$ cat src/rtl/alu_result_fifo.sv
// ALU result output stage: a fixed-priority select feeding a first-word-fall-through FIFO with a valid/ready read side.
// Optional build macro ALU_SRC_TAG_EN adds OUT_SRC, which reports the unit that produced each entry.
module alu_result_fifo #(
    parameter int WIDTH = 16,
    parameter int DEPTH = 4
) (
    input  logic                   CLK,
    input  logic                   RST,
    input  logic [WIDTH-1:0]       ARITH_OUT,
    input  logic                   Arith_Flag,
    input  logic [WIDTH-1:0]       Logic_OUT,
    input  logic                   Logic_Flag,
    input  logic [WIDTH-1:0]       CMP_OUT,
    input  logic                   CMP_Flag,
    input  logic [WIDTH-1:0]       SHIFT_OUT,
    input  logic                   SHIFT_Flag,
    output logic [WIDTH-1:0]       OUT_DATA,
    output logic                   OUT_VALID,
    input  logic                   OUT_READY,
    output logic [$clog2(DEPTH):0] OUT_COUNT,
    output logic                   OVERFLOW,
    input  logic                   CLR_OVF,
`ifdef ALU_SRC_TAG_EN
    output logic [1:0]             OUT_SRC,
`endif
    output logic                   COLLISION
);

    localparam int AW = $clog2(DEPTH);
    localparam int PW = AW + 1;

    logic [PW-1:0]    wr_ptr;
    logic [PW-1:0]    rd_ptr;
    logic [WIDTH-1:0] mem [DEPTH];
    logic [3:0]       flags;
    logic [WIDTH-1:0] win_data;
    logic             push;
    logic             pop;
    logic             empty;
    logic             full;
    logic             accept;
    logic             drop;
    logic             multi;

    assign flags = {Arith_Flag, Logic_Flag, CMP_Flag, SHIFT_Flag};

    always_comb begin
        win_data = SHIFT_OUT;
        if (Arith_Flag)
            win_data = ARITH_OUT;
        else if (Logic_Flag)
            win_data = Logic_OUT;
        else if (CMP_Flag)
            win_data = CMP_OUT;
    end

    // The extra pointer MSB separates full from empty when the slot bits match.
    assign empty  = (wr_ptr == rd_ptr);
    assign full   = (wr_ptr[AW] != rd_ptr[AW]) && (wr_ptr[AW-1:0] == rd_ptr[AW-1:0]);
    assign push   = |flags;
    assign pop    = ~empty & OUT_READY;
    assign accept = push & (~full | pop);
    assign drop   = push & full & ~pop;
    assign multi  = (flags & (flags - 4'd1)) != 4'd0;

    always_ff @(posedge CLK) begin
        if (RST) begin
            wr_ptr    <= '0;
            rd_ptr    <= '0;
            OVERFLOW  <= 1'b0;
            COLLISION <= 1'b0;
        end else begin
            if (accept)
                wr_ptr <= wr_ptr + PW'(1);
            if (pop)
                rd_ptr <= rd_ptr + PW'(1);
            if (drop)
                OVERFLOW <= 1'b1;
            else if (CLR_OVF)
                OVERFLOW <= 1'b0;
            COLLISION <= multi;
        end
    end

    always_ff @(posedge CLK) begin
        if (accept && !RST)
            mem[wr_ptr[AW-1:0]] <= win_data;
    end

    assign OUT_VALID = ~empty;
    assign OUT_COUNT = wr_ptr - rd_ptr;
    assign OUT_DATA  = empty ? '0 : mem[rd_ptr[AW-1:0]];

`ifdef ALU_SRC_TAG_EN
    logic [1:0] win_src;
    logic [1:0] src_mem [DEPTH];

    always_comb begin
        win_src = 2'd3;
        if (Arith_Flag)
            win_src = 2'd0;
        else if (Logic_Flag)
            win_src = 2'd1;
        else if (CMP_Flag)
            win_src = 2'd2;
    end

    always_ff @(posedge CLK) begin
        if (accept && !RST)
            src_mem[wr_ptr[AW-1:0]] <= win_src;
    end

    assign OUT_SRC = empty ? 2'd0 : src_mem[rd_ptr[AW-1:0]];
`endif

endmodule

$ cat config.mk
export PLATFORM = sky130hd
export DESIGN_NAME = alu_result_fifo
export DESIGN_NICKNAME = d
export VERILOG_FILES = /design/src/rtl/alu_result_fifo.sv
export SDC_FILE = /design/constraint.sdc
export NUM_CORES = 1
export LEC_CHECK = 0
export BUFFER_PORTS_ARGS = -buffer_cell sky130_fd_sc_hd__buf_2
export CORE_MARGIN = 5
export CORE_UTILIZATION = 53
export CTS_CLUSTER_SIZE = 8
export DETAILED_ROUTE_END_ITERATION = 10
export HOLD_SLACK_MARGIN = 0.05
export MAX_ROUTING_LAYER = met4
export PLACE_DENSITY = 0.86
export SYNTH_ARGS = -nofsm -noshare
export SYNTH_HDL_FRONTEND = slang
export SYNTH_SLANG_ARGS = --single-unit
$ cat constraint.sdc
create_clock -name CLK -period 2.8 [get_ports CLK]
set_input_delay 0.42 -clock CLK [delete_from_list [all_inputs] [get_ports CLK]]
set_output_delay 0.42 -clock CLK [all_outputs]
set_load 0.05 [all_outputs]
==> impl_metrics.toml <==
[outcome]
status = "complete, no violations"

[cts]
path_clk_slew_ns = 0.08
post_cts_resize_count = 0
cts_tree = "built"
insertion_delay_ns = 0.33
hold_buffers = 0
htreeDepth = 3
cts_buffers = 9
root_buffer = "clkbuf_8"
clock_sinks = 74
cts_setup_buffers = 0
clockBufferDepth = 2

[synth]
syn_inst = 242
synth-xor-area-share_pct = 0.9398
synth_edf_count = 64
yosys-top-cells-area = "edfxtp_1 53%, mux4_2 10%, mux2_2 5.6%, dfxtp_1 5.6%, mux2i_1 4.5%"
yosysSeqAreaShare_pct = 59.03
synth_commonest_cells = "64 x edfxtp_1, 18 x mux2_2, 18 x nor2b_1"
synth_top_family_by_area = "multiplexers"
synth_compound_area_share_pct = 5.047
syn_area_mm2 = 0.003595
synth_nets = 322
synthSimpleGateAreaFrac_pct = 7.727
ys_ff_latch = 74
synthAdderAreaFrac_pct = 3.272
yosys.area.top_type = "edfxtp_1"
ys_types = 36
synth_top_flop_cell = "edfxtp_1"
synth.mux.area_fraction_pct = 20.95
syn_area_per_cell_um2 = 14.85
yosysWarnings = 0
synthMostInstantiatedCell = "edfxtp_1"
async_flop_share_pct = 0
synth_top_area_share_pct = 53.46

[route]
drc = 0
viasPerCell = 5.600
first_iter_violations = 142
firstDrtPassIters = 4
postRouteWirelength_mm = 7.922
vias = 2369
detail-route-antenna-nets = 0
drt-wirelength-per-cell_um = 18.73

[cells_and_area]
antenna_cells = 0
final_area_mm2 = 0.004287
nNetsFinal = 418
drive_above_1_share_pct = 43.44
multi_input_area_mm2 = 0.001364
final_util_pct = 64.16
num-fill-cells = 509
seq_area_mm2 = 0.002122
area_growth_pct = 19.25
final_cells = 423

[min_path]
hp-start = "CLR_OVF"
whs_endpoint = "OVERFLOW"
min_path_cells = 4
hold_class = "in -> reg"

[pwr]
switchingPower_mw = 1.352
p_sw_share_pct = 39.48
clockPowerShare_pct = 19.6
ir_worst_vdd_v = 0.0004731
pwr-share-comb_pct = 40.5
power_leakage_nw = 1.741
p_per_area_mw_per_mm2 = 798.9
seq_power_share_pct = 39.9
internal-power_mw = 2.073

[place]
dp_slack_ns = 0.3701
io_buffers = 93
dp_hpwl_mm = 5.819
place_inst = 407
gp_congestion = 0.8559
place_area_mm2 = 0.004134

[timing]
tightest_slew_ns = 0.8591
max_slew_margin_pct = 42.72
fin_skew_ns = 0.01109
rsz0062_at_grt = "false"
finalSetupTns_ns = 0
hold_viol_final = 0
layout_min_cycle_time_ns = 2.446
setup_viol = 0
fmax_mhz = 408.9
setup_ws_ns = 0.3542
min_period_over_period_pct = 87.35
final_max_slew_viol_count = 0

[floorplanning]
design.core.area_mm2 = 0.006681
die-area_mm2 = 0.008529
start_util_pct = 53.80
io_pins = 94
die_h_um = 92.36
die_w_um = 92.36
rows = 30

[setup_path]
rrSetupSlack_ns = 0.35
worstSetupPathType = "reg -> reg"
crit_arrival_ns = 2.40
crit_chain = "inv_1 -> ha_1 -> and3b_1 -> a21boi_4 -> and3_1"
crit_path_start_kind = "flop"
worstRegToRegCells = 5
end_kind = "flop"
r2r_start = "wr_ptr[0]"
cpMaxStageDelayCell = "and3_1"
r2r-end = "mem[1][7]"
crit_fanout = 16
required_ns = 2.76
cpPeakStageDelay_ns = 0.76

[global_route]
grt_pass1_wl_mm = 12.25
gr-total-overflow = 0
grt.total_usage_pct = 19.36
grt_max_degree = 35
antenna_found_initial = 0
grt_pass1_vias = 2566

[flow_run]
max_cap_violations = 0
-- cell families after synthesis --
logic type | after synthesis
XOR/XNOR | 3
multiplexers | 52
AND/OR/NAND/NOR | 53
buffers and inverters | 24
adder cells (fa/ha/maj) | 9
flip-flops | 74
AO/OA/AOI/OAI | 27
-- metrics by stage --
step / hold slack (ns) / power (mW)
2_1_floorplan: 0.5172 / 2.427
3_3_place_gp: 0.4722 / 2.760
3_5_place_dp: 0.4851 / 2.789
4_1_cts: 0.3823 / 3.436
5_1_grt: 0.4343 / 3.568
6_report: 0.3895 / 3.424
-- state kept, by name (all words and copies together) (netlist names), named ones only --
register   flops
OVERFLOW       1
rd_ptr         3
COLLISION      1
wr_ptr         3
mem           64
-- worst max-delay path by stage --
stage | cells past startpoint | start | to
final | 5 | wr_ptr[0] | mem[1][7]
after global routing | 5 | wr_ptr[0] | mem[1][7]
after CTS | 5 | wr_ptr[0] | mem[1][6]
after detailed placement | 5 | wr_ptr[0] | mem[1][6]
after global placement | 5 | wr_ptr[0] | mem[1][12]
after floorplan | 6 | wr_ptr[0] | OUT_DATA[10]
-- worst max-delay path: cells and delay by family (launching register included) --
| kind | cells | cell delay, ns |
|---|---|---|
| fa+ha+maj | 1 | 0.35 |
| simple gates | 2 | 0.99 |
| flops | 1 | 0.38 |
| compound gates | 1 | 0.23 |
| buf+inv | 1 | 0.11 |
-- power groups by stage --
stage	clock (mW)	sequential, mW	combinational (mW)
finish	0.670	1.37	1.39
detailed placement	0	1.39	1.40
CTS	0.666	1.37	1.40
global placement	0	1.38	1.38
global route	0.720	1.38	1.47
floorplan	0	1.37	1.06
-- per-layer routing --
layer | GRT usage (%) | vias to the layer above | share of wire, %
met5 | - | - | 0
met4 | 9.035 | 0 | 3.0
met3 | 3.656 | 24 | 3.9
met2 | 35.05 | 64 | 55
met1 | 20.28 | 1174 | 38
li1 | - | 1107 | -
-- area by class of cell --
type                    instances  share of cell area, %
well taps                      80                  2.335
inverters                      10                 0.8757
clock buffers                  11                  3.065
flip-flops and latches         74                  49.50
clock inverters                 5                 0.4962
repair buffers                 99                  11.91
multi-input cells             144                  31.82
-- cell usage in the layout, fill, tap and decap left out, types with 3 or more instances in the layout --
master / instances
buf_2: 93
edfxtp_1: 64
mux2_2: 18
nor2b_1: 18
nand2_1: 17
mux2i_1: 16
o21ai_0: 16
mux4_2: 16
dfxtp_1: 10
inv_1: 10
clkbuf_8: 9
nor2_1: 7
ha_1: 7
buf_4: 6
and3_1: 4
clkinv_1: 3
No activity file was read; power rests on OpenSTA's default activity.
